===== config.mk =====
export PLATFORM = sky130hd
export DESIGN_NAME = mode_record
export DESIGN_NICKNAME = d
export VERILOG_FILES = /design/src/rtl/music_pkg.sv /design/src/rtl/record_buffer.sv /design/src/rtl/mode_record.sv
export SDC_FILE = /design/constraint.sdc
export NUM_CORES = 1
export LEC_CHECK = 0
export ABC_AREA = 1
export BUFFER_PORTS_ARGS = -buffer_cell sky130_fd_sc_hd__buf_2
export CAP_MARGIN = 0
export CORE_ASPECT_RATIO = 1.2
export CORE_UTILIZATION = 44
export CTS_CLUSTER_DIAMETER = 60
export DETAILED_ROUTE_END_ITERATION = 10
export SYNTH_ARGS = -nofsm -noshare
export SYNTH_HDL_FRONTEND = slang
export SYNTH_SLANG_ARGS = --single-unit

===== constraint.sdc =====
create_clock -name clk -period 3.9 [get_ports clk]
set_clock_uncertainty 0.2 [all_clocks]
set_input_delay 0.39 -clock clk [delete_from_list [all_inputs] [get_ports clk]]
set_output_delay 0.39 -clock clk [all_outputs]
set_load 0.005 [all_outputs]

===== src/rtl/music_pkg.sv =====
// Shared note codes, LED patterns, buffer depth and FSM state encoding
// for the melody recorder.
package music_pkg;

  // Note codes: 0 is a rest, 1..7 are the seven keys.
  localparam logic [3:0] music0 = 4'd0;
  localparam logic [3:0] music1 = 4'd1;
  localparam logic [3:0] music2 = 4'd2;
  localparam logic [3:0] music3 = 4'd3;
  localparam logic [3:0] music4 = 4'd4;
  localparam logic [3:0] music5 = 4'd5;
  localparam logic [3:0] music6 = 4'd6;
  localparam logic [3:0] music7 = 4'd7;

  // Terminates a recording; also returned for reads past the end.
  localparam logic [3:0] END_MARK = 4'b1111;

  // One-hot LED echo per note; led8 is the all-off pattern for rests.
  localparam logic [6:0] led1 = 7'b0000001;
  localparam logic [6:0] led2 = 7'b0000010;
  localparam logic [6:0] led3 = 7'b0000100;
  localparam logic [6:0] led4 = 7'b0001000;
  localparam logic [6:0] led5 = 7'b0010000;
  localparam logic [6:0] led6 = 7'b0100000;
  localparam logic [6:0] led7 = 7'b1000000;
  localparam logic [6:0] led8 = 7'b0000000;

  // Buffer depth in entries, including the end-marker slot.
  localparam int SONG_TIME = 56;

  typedef enum logic [1:0] {
    IDLE       = 2'd0,
    WAIT_FIRST = 2'd1,
    CAPTURE    = 2'd2,
    FINISH     = 2'd3
  } state_t;

  // Lowest set key wins; no key pressed encodes as a rest.
  function automatic logic [3:0] encode_note(input logic [6:0] keys);
    logic [3:0] note;
    if (keys[0])      note = music1;
    else if (keys[1]) note = music2;
    else if (keys[2]) note = music3;
    else if (keys[3]) note = music4;
    else if (keys[4]) note = music5;
    else if (keys[5]) note = music6;
    else if (keys[6]) note = music7;
    else              note = music0;
    return note;
  endfunction

  // LED pattern for a note code; rests and markers light nothing.
  function automatic logic [6:0] note_to_led(input logic [3:0] note);
    logic [6:0] led;
    case (note)
      music1:  led = led1;
      music2:  led = led2;
      music3:  led = led3;
      music4:  led = led4;
      music5:  led = led5;
      music6:  led = led6;
      music7:  led = led7;
      default: led = led8;
    endcase
    return led;
  endfunction

endpackage


===== src/rtl/record_buffer.sv =====
// Song storage: one write port and one registered read port.
// Reads return the old contents when the same address is written in
// the same cycle. Contents are not reset.
module record_buffer #(
  parameter int DEPTH = 56,
  parameter int WIDTH = 10,
  parameter int AW    = 6
) (
  input  logic             clk,
  input  logic             wr_en,
  input  logic [AW-1:0]    wr_addr,
  input  logic [WIDTH-1:0] wr_data,
  input  logic [AW-1:0]    rd_addr,
  output logic [WIDTH-1:0] rd_data
);

  logic [WIDTH-1:0] mem [DEPTH];
  logic [WIDTH-1:0] rd_data_reg;

  // Write port plus registered read; the read samples mem before the write lands.
  always_ff @(posedge clk) begin
    if (wr_en) begin
      mem[wr_addr] <= wr_data;
    end
    rd_data_reg <= mem[rd_addr];
  end

  assign rd_data = rd_data_reg;

endmodule


===== src/rtl/mode_record.sv =====
// Melody recorder: encodes the live key, measures how long each
// note/octave is held in units of SECOND ticks, and stores
// {note, octave, time} entries terminated by an end marker.
// Optional feature: define REC_LED_EN to echo the captured note on led_out.
module mode_record #(
  parameter int SECOND    = 10000000,
  parameter int SONG_TIME = music_pkg::SONG_TIME
) (
  input  logic       clk,
  input  logic       reset,
  input  logic [6:0] key_in,
  input  logic [1:0] octave_in,
  input  logic       rec_start,
  input  logic       rec_stop,
  input  logic [5:0] rd_addr,
  output logic [3:0] rd_note,
  output logic [1:0] rd_octave,
  output logic [3:0] rd_time,
  output logic [5:0] rec_len,
  output logic       recording,
  output logic       full,
  output logic [6:0] led_out
);

  import music_pkg::*;

  localparam int TICK_W = (SECOND > 1) ? $clog2(SECOND) : 1;
  localparam logic [TICK_W-1:0] TICK_LAST = TICK_W'(SECOND - 1);
  // The cycle that opens an entry already counts as its first tick.
  localparam logic [TICK_W-1:0] TICK_OPEN  = (SECOND > 1) ? TICK_W'(1) : '0;
  localparam logic [3:0]        UNITS_OPEN = (SECOND > 1) ? 4'd0 : 4'd1;
  localparam logic [5:0]        LEN_LAST   = 6'(SONG_TIME - 1);

  logic [3:0]        note_enc;
  logic              start_edge;
  logic              stop_edge;
  logic              entry_change;

  state_t            state_reg;
  logic              start_prev_reg;
  logic              stop_prev_reg;
  logic [5:0]        wr_ptr_reg;
  logic [5:0]        rec_len_reg;
  logic              full_reg;
  logic              recording_reg;
  logic [TICK_W-1:0] tick_reg;
  logic [3:0]        units_reg;
  logic [3:0]        cur_note_reg;
  logic [1:0]        cur_oct_reg;
  logic              wr_en_reg;
  logic [5:0]        wr_addr_reg;
  logic [9:0]        wr_data_reg;

  logic              rd_clear_reg;
  logic              rd_end_reg;
  logic [9:0]        ram_rd_data;
  logic [9:0]        rd_word;

  assign note_enc     = encode_note(key_in);
  assign start_edge   = rec_start & ~start_prev_reg;
  assign stop_edge    = rec_stop & ~stop_prev_reg;
  assign entry_change = (note_enc != cur_note_reg) || (octave_in != cur_oct_reg);

  // Recording FSM: edge detection, entry timing and the registered write stage.
  always_ff @(posedge clk) begin
    if (!reset) begin
      state_reg      <= IDLE;
      start_prev_reg <= 1'b0;
      stop_prev_reg  <= 1'b0;
      wr_ptr_reg     <= '0;
      rec_len_reg    <= '0;
      full_reg       <= 1'b0;
      recording_reg  <= 1'b0;
      tick_reg       <= '0;
      units_reg      <= '0;
      cur_note_reg   <= music0;
      cur_oct_reg    <= 2'd0;
      wr_en_reg      <= 1'b0;
      wr_addr_reg    <= '0;
      wr_data_reg    <= '0;
    end else begin
      start_prev_reg <= rec_start;
      stop_prev_reg  <= rec_stop;
      wr_en_reg      <= 1'b0;
      case (state_reg)
        IDLE: begin
          // A simultaneous stop edge cancels the start.
          if (start_edge && !stop_edge) begin
            state_reg     <= WAIT_FIRST;
            wr_ptr_reg    <= '0;
            rec_len_reg   <= '0;
            full_reg      <= 1'b0;
            recording_reg <= 1'b1;
          end
        end
        WAIT_FIRST: begin
          if (stop_edge) begin
            state_reg     <= IDLE;
            recording_reg <= 1'b0;
          end else if (note_enc != music0) begin
            state_reg    <= CAPTURE;
            cur_note_reg <= note_enc;
            cur_oct_reg  <= octave_in;
            tick_reg     <= TICK_OPEN;
            units_reg    <= UNITS_OPEN;
          end
        end
        CAPTURE: begin
          if (stop_edge || entry_change) begin
            wr_en_reg   <= 1'b1;
            wr_addr_reg <= wr_ptr_reg;
            wr_data_reg <= {cur_note_reg, cur_oct_reg,
                            (units_reg == 4'd0) ? 4'd1 : units_reg};
            wr_ptr_reg  <= wr_ptr_reg + 6'd1;
            rec_len_reg <= rec_len_reg + 6'd1;
            if (stop_edge || (rec_len_reg + 6'd1 == LEN_LAST)) begin
              state_reg     <= FINISH;
              recording_reg <= 1'b0;
              full_reg      <= (rec_len_reg + 6'd1 == LEN_LAST);
            end else begin
              cur_note_reg <= note_enc;
              cur_oct_reg  <= octave_in;
              tick_reg     <= TICK_OPEN;
              units_reg    <= UNITS_OPEN;
            end
          end else if (tick_reg == TICK_LAST) begin
            tick_reg <= '0;
            if (units_reg != 4'd15) begin
              units_reg <= units_reg + 4'd1;
            end
          end else begin
            tick_reg <= tick_reg + TICK_W'(1);
          end
        end
        FINISH: begin
          wr_en_reg   <= 1'b1;
          wr_addr_reg <= wr_ptr_reg;
          wr_data_reg <= {END_MARK, 2'd0, 4'd0};
          state_reg   <= IDLE;
        end
        default: begin
          state_reg     <= IDLE;
          recording_reg <= 1'b0;
        end
      endcase
    end
  end

  record_buffer #(
    .DEPTH (SONG_TIME),
    .WIDTH (10),
    .AW    (6)
  ) u_record_buffer (
    .clk     (clk),
    .wr_en   (wr_en_reg),
    .wr_addr (wr_addr_reg),
    .wr_data (wr_data_reg),
    .rd_addr (rd_addr),
    .rd_data (ram_rd_data)
  );

  // Read-side qualifiers, aligned with the registered RAM output.
  always_ff @(posedge clk) begin
    if (!reset) begin
      rd_clear_reg <= 1'b1;
      rd_end_reg   <= 1'b0;
    end else begin
      rd_clear_reg <= 1'b0;
      rd_end_reg   <= (rd_addr >= rec_len_reg);
    end
  end

  // Select cleared, end-marker or stored word for the read outputs.
  always_comb begin
    rd_word = ram_rd_data;
    if (rd_clear_reg) begin
      rd_word = '0;
    end else if (rd_end_reg) begin
      rd_word = {END_MARK, 2'd0, 4'd0};
    end
  end

  assign {rd_note, rd_octave, rd_time} = rd_word;
  assign rec_len   = rec_len_reg;
  assign recording = recording_reg;
  assign full      = full_reg;

`ifdef REC_LED_EN
  logic [6:0] led_reg;

  // Echo the note being captured; dark outside CAPTURE and for rests.
  always_ff @(posedge clk) begin
    if (!reset) begin
      led_reg <= '0;
    end else begin
      led_reg <= (state_reg == CAPTURE) ? note_to_led(cur_note_reg) : 7'b0000000;
    end
  end

  assign led_out = led_reg;
`else
  assign led_out = 7'b0000000;
`endif

endmodule


# --- Word-level counts from Yosys, hierarchy flattened ---
# Memories as Yosys holds them, arrays and structs flattened. A register that Yosys moved wholly into a read port is not among the register bits.
# Cells that the tools add are included.
word_totals:
  reg_bits: 71
  ram_bits: 560
  inputBits: 19
  output_inout_bits: 25
  wordCells: 127
  memories: 1
op_classes:
  n_addsub: 4
  magnitude_cmp: 1
  n_eq_ne: 19
  muxes: 62
  n_bitwise: 4
  n_reduce_logical: 20
mem_list:
  columns: ["memory", "words", "word_bits", "rd", "rd_clocked_by_memory_dff", "wr", "line_no", "source"]
  rows:
  - ["u_record_buffer.mem", 56, 10, 1, 1, 1, "record_buffer.sv:17", "logic [WIDTH-1:0] mem [DEPTH];"]
op_table:
  columns: ["op", "n"]
  rows:
  - ["$mux W24", 5]
  - ["$pmux W24 S2", 1]
  - ["$mux W4", 11]
  - ["$pmux W6 S2", 3]
  - ["$mux W10", 3]
  - ["$add A24 B1 Y24 const B", 1]
  - ["$eq A24 B24 Y1 const B", 1]
  - ["$mux W6", 4]
  - ["$mux W3", 7]
  - ["$pmux W10 S2", 1]
  - ["$mux W2", 9]
  - ["$pmux W4 S2", 2]
  - ["$ne A2 B2 Y1 const B", 7]
  - ["$add A6 B1 Y6 const B", 2]
  - ["$ne A3 B3 Y1 const B", 4]
  - ["$reduce_and A4 Y1", 3]
  - ["$mux W1", 11]
  - ["$reduce_and A5 Y1", 2]
  - ["$pmux W2 S4", 1]
  - ["$eq A6 B6 Y1 const B", 1]
  - ["$ge A6 B6 Y1", 1]
  - ["$reduce_and A6 Y1", 1]
  - ["$reduce_bool A2 Y1", 3]
  - ["$add A4 B1 Y4 const B", 1]
  - ["other kinds (19)", 25]

# --- Depth between registers and ports, before layout ---
# Gate-level depths: netlist of run 1.
depth:
  depth_word: 12
  depth_mapped: 15
  mapped_depth_nobuf: 15

# --- By module ---
# A second synthesis of run 1 with hierarchy kept.
hier_totals:
  cells_unflattened: 2697
  hier_area_um2: 27660.3
modules_own_cells:
  columns: ["module", "instances", "cells_per_inst", "area_each_um2", "seq_area_each_um2"]
  rows:
  - ["record_buffer", 1, 2038, 23258.6, 17016.3]
  - ["mode_record", 1, 659, 4401.7, 1401.3]

# --- Worst setup path after synthesis of run 1 ---
# No wires, ideal clock.
synth_timing:
  path_kind: "input port to flip-flop"
  from: "input port rd_addr[0]"
  to: "register rd_end_reg"
  setup_time_ns: 0.115
  t_arrival_ns: 2.185
  required_time_ns: 3.585
  setup_slack_ns: 1.400
  path_stages: 14
  path_buffers: 4
  cell_sequence: "buf_4 inv_1 buf_4 clkbuf_1 buf_2 ha_1 inv_1 a21boi_0 o21ai_0 a21boi_0 o21a_1 o21a_1 o21ai_0 inv_1"
synth_between:
  elab_chain_len: 1
synth_lines:
  columns: ["item", "line_no", "source"]
  rows:
  - ["start: declaration", "mode_record.sv:15", "input logic [5:0] rd_addr,"]
  - ["$ge A6 B6 Y1", "mode_record.sv:169", "rd_end_reg <= (rd_addr >= rec_len_reg);"]
  - ["end signal: assignment", "mode_record.sv:169", null]
  - ["end: declaration", "mode_record.sv:55", "logic rd_end_reg;"]
# Every way passes these cells.
# A chain may end at the register's enable or synchronous reset.

# --- Final worst setup path of run 1 ---
layout_timing:
  from: "register state_reg[0]"
  to: "register cur_note_reg[1]"
layout_between:
  elab_chain_len: 3
  word_cells_on_any_way: 9
  classes_between: "eq/ne (6); mux (1); reduce/logical (2)"
layout_lines:
  columns: ["item", "line_no", "source"]
  rows:
  - ["start: declaration", "mode_record.sv:39", "state_t state_reg;"]
  - ["start signal: assignment", "mode_record.sv:67", "state_reg <= IDLE;"]
  - ["start signal: assignment", "mode_record.sv:89", "state_reg <= WAIT_FIRST;"]
  - ["start signal: assignment", "mode_record.sv:98", "state_reg <= IDLE;"]
  - ["$eq A2 B2 Y1 or $eq A2 B1 Y1 (tied branches)", "mode_record.sv:85", "case (state_reg)"]
  - ["$ne A2 B2 Y1 (no source line) or $reduce_bool A2 Y1 (tied branches)", null, null]
  - ["$reduce_and A5 Y1 (no source line)", null, null]
  - ["end signal: assignment", "mode_record.sv:76", "cur_note_reg <= music0;"]
  - ["end signal: assignment", "mode_record.sv:102", "cur_note_reg <= note_enc;"]
  - ["end signal: assignment", "mode_record.sv:121", "cur_note_reg <= note_enc;"]
  - ["end: declaration", "mode_record.sv:48", "logic [3:0] cur_note_reg;"]
# Parallel ways exist; a longest one is shown, timed or not.

==> metrics.cfg, run 1 <==
[outcome]
status=finished, final reports clean

[route]
wirelength_um=69600
routedWlPerCell_um=21.6
wl_met1_um=27700
first_pass_iters=7
vias=18200
wl_met2_um=34400
drt_iter0_markers=1707
routed-wl-met3_um=4730
via_per_inst=5.64
drtAntennaViolNets=0
remaining_drc_errors=0
routed.top_layer=met5

[place]
post_dp_cell_area_um2=27800
dp_hpwl_um=42800
place_congestion=0.872
portBuffers=36

[die]
rows=98
die_h_um=272
initial_core_util=0.447
die-width_um=227
io_pins=44
die-area_um2=61800
core_area_um2=59800

[global_route]
overflow=0
grt_antenna_before_repair=4
grt_max_degree=115
grt_pass1_wl_um=106000
grt_usage=0.227
grt_pass1_vias=17600

[synth]
ys_top_cells_by_area=edfxtp_1 63%, nor2_1 6.7%, o21ai_0 6.1%, dfxtp_1 6.0%, o22ai_1 2.9%
yosysSeqAreaShare=0.689
yosys_warnings=0
synth_top_cell_by_area=edfxtp_1
yosys.area.top_type_share=0.629
synth_edf_count=560
synth_area_per_cell_um2=11.4
async_flop_share=0
ys_ff_latch=640
yosysUniqueCellTypes=46
syn_inst=2336
synth_area_um2=26700
synth_flop_cell=edfxtp_1

[sta]
rsz0062_at_grt=false
setup_tns_ps=0
relSlewSlack=0.131
finalSetupViolCount=0
hold_viol=0
tightest_slew_ps=1300
period_share=0.724
clock.fmax_mhz=354
fin_crit_ps=2820
slew_violations=0

[setup_path]
slowest_delay_ps=560
slowest_stage=dlygate4sd3_1
reg2reg_from=state_reg[0]
cp.arrival_ps=3140
end_kind=flop
cp_max_fo=11
cp-startpoint=state_reg[0]
crit_path_frequent_cell=nor2_1
crit_path_start_kind=flop
crit_chain=inv_1 > ha_1 > buf_4 > nor2_1 > nor2_8 > nor2_1 > nand2_1 > a21oi_1 > dlygate4sd3_1 > nor2_1
crit_required_ps=4220
worstSetupPathType=flop to flop

[power]
seq_power_share=0.501
clkPwrFrac=0.377
switching_share=0.265
combPwrFrac=0.122
p_int_mw=12.2
p_sw_mw=4.39
power.density_nw_per_um2=552
p_total_mw=16.6
ir_drop_uv=353
leakagePower_nw=10.2

[clock_tree]
cts_repair_resize_count=0
clk_pin_slew_ps=60
clock_latency_ps=630
tritoncts=built
htreeDepth=2
ctsHoldBuffers=6
clock_sinks=640
post_cts_buffers=0
cts_root_buf=clkbuf_16
numCtsBuffers=60
cts_buffer_depth=3

[cells_and_area]
fin_util=0.502
stdcell_area_um2=30000
largest_register_ffs=560
drive_above_1_share=0.110
nets=2402
syn_to_final_growth_pct=12.3

[min_path]
hp-start=reset
hp-class=input port to flop

[flow_run]
max_cap_viol_count=0

[cell families (layout without fill, tap and decap cells)]
family | after synthesis | in the layout | share of synthesized area
buf+inv | 236 | 313 | 0.0382
flops | 640 | 640 | 0.689
compound gates | 576 | 576 | 0.125
simple gates | 837 | 837 | 0.130
xor+xnor | 30 | 30 | 0.00983
fa+ha+maj | 16 | 16 | 0.00749
other cells | 1 | 8 | 0.000140
[critical path, delay by kind of cell, from the launching register on]
family	cells	cell delay (ps)
buf+inv	3	900
simple gates	5	750
flops	1	390
fa+ha+maj	1	310
compound gates	1	160
[path summary, 6_finish.rpt]
kind,end,slack [ps],cells after the start
setup / recovery,cur_note_reg[1],1080,10
hold / removal,units_reg[1],40,3
setup reg to reg,cur_note_reg[1],1080,10
hold reg to reg,tick_reg[21],290,2
[area by class of cell]
type,instances,area [um2]
flip-flops and latches,640,18400
clock inverters,29,420
repair buffers,110,802
fillers,5359,29800
clock buffers,85,1710
well taps,800,1000
inverters,89,343
diodes,1,2.50
multi-input cells,1466,7320
[power groups by stage]
stage | registers (mW) | clock network [mW] | logic [mW]
finish | 8.31 | 6.25 | 2.02
global route | 8.34 | 6.60 | 2.26
CTS | 8.31 | 6.33 | 2.02
detailed placement | 8.46 | 0 | 2.00
global placement | 8.44 | 0 | 1.96
floorplan | 8.29 | 0 | 1.45
[routing by layer]
metal,up-vias,global-route usage
li1,8437,-
met1,8944,0.291
met2,622,0.381
met3,141,0.0412
met4,6,0.0903
met5,-,0
[stage by stage]
step,cells,worst slack (ps),hold slack [ps]
2_1_floorplan,2342,1400,255
3_3_place_gp,3099,874,269
3_5_place_dp,3099,852,279
4_1_cts,3219,1090,10.3
5_1_grt,3219,932,25.8
6_report,3220,1080,40.3
[Yosys cell counts, types with 4 or more instances]
master / count
edfxtp_1: 560
nor2_1: 480
o21ai_0: 326
nand2_1: 202
o22ai_1: 123
clkbuf_1: 87
dfxtp_1: 80
inv_1: 80
nand3_1: 76
buf_2: 37
o221ai_1: 34
o211ai_1: 32
nor3_1: 30
a21oi_1: 26
xor2_1: 24
a21oi_2: 19
ha_1: 16
nand4_1: 15
buf_4: 14
o21ai_1: 8
inv_2: 7
nand2_2: 7
xnor2_1: 6
buf_6: 5
buf_1: 4
nand3_2: 4
nor2_2: 4
or2_1: 4
or2_2: 4
[placed cells by master (no fill, tap or decap), types with 6 or more instances in the layout]
master,n
edfxtp_1,560
nor2_1,480
o21ai_0,326
nand2_1,202
o22ai_1,123
inv_1,77
nand3_1,76
dfxtp_1,70
buf_4,67
clkbuf_16,62
o221ai_1,34
buf_2,33
o211ai_1,32
nor3_1,30
a21oi_1,26
xor2_1,24
a21oi_2,19
ha_1,16
clkbuf_1,16
nand4_1,15
bufinv_16,10
dfxtp_2,10
clkinv_2,8
o21ai_1,8
clkbuf_8,8
inv_2,7
clkinv_1,7
nand2_2,7
conb_1,7
xnor2_1,6
dlygate4sd3_1,6
Note: power is estimated with default switching activity, not from simulation.
==> run 2: changes to the inputs <==
Clock period 3.9 ns to 3 ns, I/O delays scaled along.
==> metrics.cfg, run 2 (synthesized netlist as in run 1, its figures left out) <==
[clock_tree]
cts_root_buf=clkbuf_16  ; unchanged
numCtsBuffers=60  ; unchanged
htreeDepth=2  ; unchanged
clk_pin_slew_ps=60  ; about the same
clock_latency_ps=620  ; was 630 ps
clock_sinks=640  ; unchanged
cts_buffer_depth=3  ; unchanged
tritoncts=built  ; unchanged

[route]
first_pass_iters=5  ; was 7
routedWlPerCell_um=21.5  ; was 21.6 um
via_per_inst=5.56  ; was 5.64
remaining_drc_errors=0  ; unchanged
drt_iter0_markers=1525  ; was 1707
drtAntennaViolNets=0  ; unchanged
routed.top_layer=met5  ; unchanged
wirelength_um=70100  ; was 69600 um
vias=18200  ; about the same
wl_met1_um=28500  ; was 27700 um
routed-wl-met3_um=4510  ; was 4730 um
wl_met2_um=34800  ; was 34400 um

[global_route]
grt_antenna_before_repair=1  ; was 4
grt_pass1_wl_um=107000  ; was 106000 um
overflow=0  ; unchanged
grt_usage=0.229  ; was 0.227
grt_max_degree=109  ; was 115
grt_pass1_vias=17800  ; was 17600

[cells_and_area]
mostFrequentLayoutCell=edfxtp_1  ; unchanged
drive_above_1_share=0.122  ; was 0.110
layout_common_cells=560 x edfxtp_1, 480 x nor2_1, 326 x o21ai_0  ; unchanged
antenna-diode-count=0  ; was 1
nets=2453  ; was 2402
fin_util=0.507  ; was 0.502
syn_to_final_growth_pct=13.4  ; was 12.3%
instances_no_fill=3266  ; was 3220
largest_register_ffs=560  ; unchanged

[place]
dp_cells=3140  ; was 3099
place_congestion=0.879  ; was 0.872
dp_hpwl_um=43700  ; was 42800 um
portBuffers=36  ; unchanged

[setup_path]
worstSetupPathType=flop to flop  ; unchanged
cp.arrival_ps=3110  ; was 3140 ps
crit_path_start_kind=flop  ; unchanged
end_kind=flop  ; unchanged
cp_max_fo=6  ; was 11
crit_required_ps=3360  ; was 4220 ps
r2r_cells=13  ; was 10

[sta]
hold_viol=0  ; unchanged
clock.fmax_mhz=365  ; was 354 MHz
fin_crit_ps=2740  ; was 2820 ps
period_share=0.914  ; was 0.724
finalSetupViolCount=0  ; unchanged
relSlewSlack=0.332  ; was 0.131
slew_violations=0  ; unchanged
tightest_slew_ps=1000  ; was 1300 ps
setup_tns_ps=0  ; unchanged
hold-worst-slack_ps=201  ; was 40.3 ps
rsz0062_at_grt=false  ; unchanged

[power]
leakagePower_nw=10.4  ; was 10.2 nW
ir_drop_uv=556  ; was 353 uV
power.density_nw_per_um2=693  ; was 552 nW/um2

[die]
core_area_um2=59800  ; unchanged
die_h_um=272  ; unchanged
die-width_um=227  ; unchanged
io_pins=44  ; unchanged
die-area_um2=61800  ; unchanged
initial_core_util=0.447  ; unchanged
rows=98  ; unchanged

[min_path]
hp-class=input port to flop  ; unchanged
whs_path_depth=4  ; was 3

[outcome]
status=finished, final reports clean  ; unchanged

[flow_run]
max_cap_viol_count=0  ; unchanged

==> run 2: changes by cell type in the layout (fill, tap and decap cells not counted), moves of 6 or more <==
cell | before | now
buf_4 | 67 | 100
dlygate4sd3_1 | 6 | 16
buf_12 | 3 | 11
clkinv_1 | 7 | 15
bufinv_16 | 10 | 4
==> run 2: power by group <==
part           total (mW)  internal [mW]  switching [mW]  leakage (nW)
Combinational        2.81          0.846            1.97          3.37
Sequential           10.7           10.2           0.518          6.09
Clock                7.44           4.17            3.27         0.947
==> run 2: routing by layer <==
layer / GRT usage / vias up
met5: 0 / -
met1: 0.294 / 8942
met4: 0.0788 / 2
li1: - / 8549
met2: 0.387 / 558
met3: 0.0436 / 118
==> run 2: metrics by stage <==
stage | setup WS [ps] | power, mW | cell area, um2
2_1_floorplan | 590 | 12.7 | 26800
3_5_place_dp | 262 | 13.7 | 28200
5_1_grt | 36.9 | 21.8 | 30300
6_report | 259 | 21.0 | 30300
3_3_place_gp | 287 | 13.6 | 28200
4_1_cts | 234 | 21.1 | 30300
==> run 2: area by class of cell <==
type                       instances  area (um2)
clock buffer                      75        1620
fill                            5300       29500
inverter                          89         343
timing repair buffer             161        1310
multi-input combinational       1466        7320
clock inverter                    35         294
tap                              800        1000
sequential                       640       18400
==> run 2: path summary, 6_finish.rpt <==
kind	slack, ps	endpoint	start
setup / recovery	260	cur_oct_reg[1]	rec_len[1]
hold / removal	200	u_record_buffer.rd_data[9]	rd_addr[5]
setup reg to reg	260	cur_oct_reg[1]	rec_len[1]
hold reg to reg	270	wr_data_reg[2]	wr_data_reg[2]
==> run 2: what timing repair did <==
item,in CTS,in global routing
hold endpoints to repair,34,0
buffers inserted,0,0
resized for setup,0,2
endpoints found under the setup margin,0,2
hold buffers,16,0
==> run 2: critical path, cell delays in order (launching register included) <==
cell           delay, ps
dfxtp_1              440
ha_1                 230
xor2_1               180
inv_1                 60
nor2_1                90
nand2_1              100
nor2_2               140
nor2_4                70
nor2_8               130
nor2_1                80
nand2_1              200
o21ai_0              120
dlygate4sd3_1        570
nor2_1                80
==> run 3: changes to the inputs <==
Settings changed: ABC_AREA 1 to default.
==> metrics.cfg, run 3 <==
[clock_tree]
clk_pin_slew_ps=60  ; about the same
clock_latency_ps=640  ; was 620 ps
cts_root_buf=clkbuf_16  ; unchanged
clock_sinks=640  ; unchanged
numCtsBuffers=61  ; was 60
tritoncts=built  ; unchanged
htreeDepth=2  ; unchanged
cts_buffer_depth=3  ; unchanged

[power]
p_int_mw=15.2  ; about the same
leakagePower_nw=9.54  ; was 10.4 nW
combPwrFrac=0.072  ; was 0.134
power.density_nw_per_um2=660  ; was 693 nW/um2
switching_share=0.225  ; was 0.274
ir_drop_uv=414  ; was 556 uV
clkPwrFrac=0.400  ; was 0.354
seq_power_share=0.528  ; was 0.512
p_sw_mw=4.40  ; was 5.76 mW

[synth]
synth_area_per_cell_um2=18.1  ; was 11.4 um2
yosysUniqueCellTypes=68  ; was 46
ys_top_cells_by_area=edfxtp_1 65%, mux4_2 14%, dfxtp_1 6.2%, mux2i_1 1.8%, nor2_1 1.6%  ; was edfxtp_1 63%, nor2_1 6.7%, o21ai_0 6.1%, dfxtp_1 6.0%, o22ai_1 2.9%
ys_ff_latch=640  ; unchanged
syn_inst=1419  ; was 2336
synth_flop_cell=edfxtp_1  ; unchanged
synth_top_cell_by_area=edfxtp_1  ; unchanged
synth_edf_count=560  ; unchanged
yosysSeqAreaShare=0.716  ; was 0.689
yosys_warnings=0  ; unchanged
yosys-top-cells-count=560 x edfxtp_1, 160 x mux4_2, 108 x nor2_1, 80 x dfxtp_1, 66 x nand2_1  ; was 560 x edfxtp_1, 480 x nor2_1, 326 x o21ai_0, 202 x nand2_1, 123 x o22ai_1
async_flop_share=0  ; unchanged
yosys.area.top_type_share=0.654  ; was 0.629
synth_most_common_cell=edfxtp_1  ; unchanged
synth_area_um2=25700  ; was 26700 um2

[die]
die-area_um2=59500  ; was 61800 um2
io_pins=44  ; unchanged
die_h_um=267  ; was 272 um
core_area_um2=57500  ; was 59800 um2
rows=96  ; was 98
initial_core_util=0.447  ; about the same
die-width_um=223  ; was 227 um

[place]
dp_hpwl_um=35700  ; was 43700 um
dp_cells=2213  ; was 3140
portBuffers=36  ; unchanged
dp_slack_ps=20.0  ; was 262 ps
place_congestion=0.786  ; was 0.879

[cells_and_area]
antenna-diode-count=0  ; unchanged
mostFrequentLayoutCell=edfxtp_1  ; unchanged
largest_register_ffs=560  ; unchanged
instances_no_fill=2343  ; was 3266
syn_to_final_growth_pct=15.0  ; was 13.4%
n_fill_cell=4623  ; was 5300
drive_above_1_share=0.259  ; was 0.122
fin_util=0.515  ; was 0.507
layout_common_cells=560 x edfxtp_1, 160 x mux4_2, 108 x nor2_1  ; was 560 x edfxtp_1, 480 x nor2_1, 326 x o21ai_0
nets=1590  ; was 2453

[setup_path]
slowest_delay_ps=570  ; about the same
crit_required_ps=3370  ; was 3360 ps
end_kind=flop  ; unchanged
crit_path_start_kind=flop  ; unchanged
worstSetupPathType=flop to flop  ; unchanged
slowest_stage=nor4_4  ; was dlygate4sd3_1
crit_chain=nor2b_1 > or4b_1 > and3_4 > nor4_4 > and3_1 > buf_12 > and3_1 > a211o_1  ; was ha_1 > xor2_1 > inv_1 > nor2_1 > nand2_1 > nor2_2 > nor2_4 > nor2_8 > nor2_1 > nand2_1 > o21ai_0 > dlygate4sd3_1 > nor2_1
cp.arrival_ps=3190  ; was 3110 ps
crit_path_frequent_cell=and3_1  ; was nor2_1
cp_max_fo=19  ; was 6

[route]
first_pass_iters=5  ; unchanged
drt_iter0_markers=1117  ; was 1525
remaining_drc_errors=0  ; unchanged
wirelength_um=57100  ; was 70100 um
drtAntennaViolNets=0  ; unchanged
vias=13400  ; was 18200
routedWlPerCell_um=24.4  ; was 21.5 um
via_per_inst=5.74  ; was 5.56

[global_route]
grt_max_degree=58  ; was 109
grt_pass1_vias=13700  ; was 17800
grt_antenna_before_repair=3  ; was 1
grt_pass1_wl_um=86300  ; was 107000 um
overflow=0  ; unchanged
grt_usage=0.197  ; was 0.229

[sta]
relSlewSlack=0.201  ; was 0.332
slew_violations=0  ; unchanged
setup_tns_ps=0  ; unchanged
clock.fmax_mhz=355  ; was 365 MHz
fin_crit_ps=2820  ; was 2740 ps
tightest_slew_ps=1200  ; was 1000 ps
setup_ws_ps=180  ; was 259 ps
hold_viol=0  ; unchanged
period_share=0.940  ; was 0.914
rsz0062_at_grt=false  ; unchanged
finalSetupViolCount=0  ; unchanged

[min_path]
hp-class=input port to flop  ; unchanged

[flow_run]
max_cap_viol_count=0  ; unchanged

[outcome]
status=finished, final reports clean  ; unchanged

==> run 3: cell count changes in the layout (fill, tap and decap cells not counted), sizes merged, moves of 66 or more <==
| cell | delta |
|---|---|
| nand2 | -145 |
| nor2 | -379 |
| mux4 | +160 |
| o21ai | -301 |
| inv | -66 |
| o22ai | -118 |
==> run 3: routing by layer <==
metal | GRT usage | wire, um
met4 | 0.0520 | 1190
met2 | 0.331 | 28200
met1 | 0.261 | 24100
met3 | 0.0401 | 3550
met5 | 0 | 31
==> run 3: worst paths after layout <==
kind                            cells after the start       startpoint  slack (ps)               to
worst min-delay path                                6        key_in[4]          40  cur_note_reg[1]
worst max-delay path                                8  cur_note_reg[1]         180     tick_reg[21]
worst max register to register                      8  cur_note_reg[1]         180     tick_reg[21]
worst min register to register                      1     tick_reg[18]         280     tick_reg[18]
==> run 3: worst max-delay path, delay by kind of cell (launching register included) <==
| kind | cells | cell delay [ps] |
|---|---|---|
| and+or+nand+nor | 6 | 1890 |
| buffers and inverters | 1 | 160 |
| DFF | 1 | 420 |
| AOI/OAI and AO/OA | 1 | 90 |
==> run 3: layout make-up <==
| class | count | area [um2] | share of cell area |
|---|---|---|---|
| Clock inverter | 23 | 290 | 0.00981 |
| Multi-Input combinational cell | 682 | 6870 | 0.232 |
| Sequential cell | 640 | 18400 | 0.623 |
| Timing Repair Buffer | 149 | 1240 | 0.0420 |
| Tap cell | 735 | 920 | 0.0311 |
| Clock buffer | 93 | 1770 | 0.0597 |
| Inverter | 21 | 78.8 | 0.00266 |
==> run 3: metrics by stage <==
stage	cell area [um2]	hold slack (ps)	total power, mW
after floorplan	25800	222	11.3
after global placement	27400	255	11.9
after detailed placement	27400	259	11.9
after CTS	29600	4.07	19.7
after global routing	29600	113	20.2
final	29600	43.1	19.6
==> run 3: power by group through the flow <==
| stage | clock network, mW | logic, mW | registers, mW |
|---|---|---|---|
| 2_1_floorplan | 0 | 0.895 | 10.4 |
| 3_3_place_gp | 0 | 1.38 | 10.5 |
| 3_5_place_dp | 0 | 1.40 | 10.5 |
| 4_1_cts | 7.99 | 1.42 | 10.3 |
| 5_1_grt | 8.29 | 1.54 | 10.3 |
| 6_report | 7.83 | 1.41 | 10.3 |
==> run 3: what timing repair did <==
action                     in CTS  in global routing
hold endpoints to repair       21                  0
setup endpoints to repair       0                  0
hold buffers                   14                  0
buffers inserted                0                  0
gates resized for setup         0                  0
==> run 3: logic make-up (layout without fill, tap and decap cells) <==
logic type	Yosys count	count (layout)	synth area share
DFF	640	640	0.716
and+or+nand+nor	323	323	0.0637
muxes	208	208	0.159
AOI/OAI and AO/OA	115	115	0.0314
buffers and inverters	103	286	0.0180
adders and majority gates	16	16	0.00778
xor gates and xnor gates	13	13	0.00442
other	1	7	0.000146
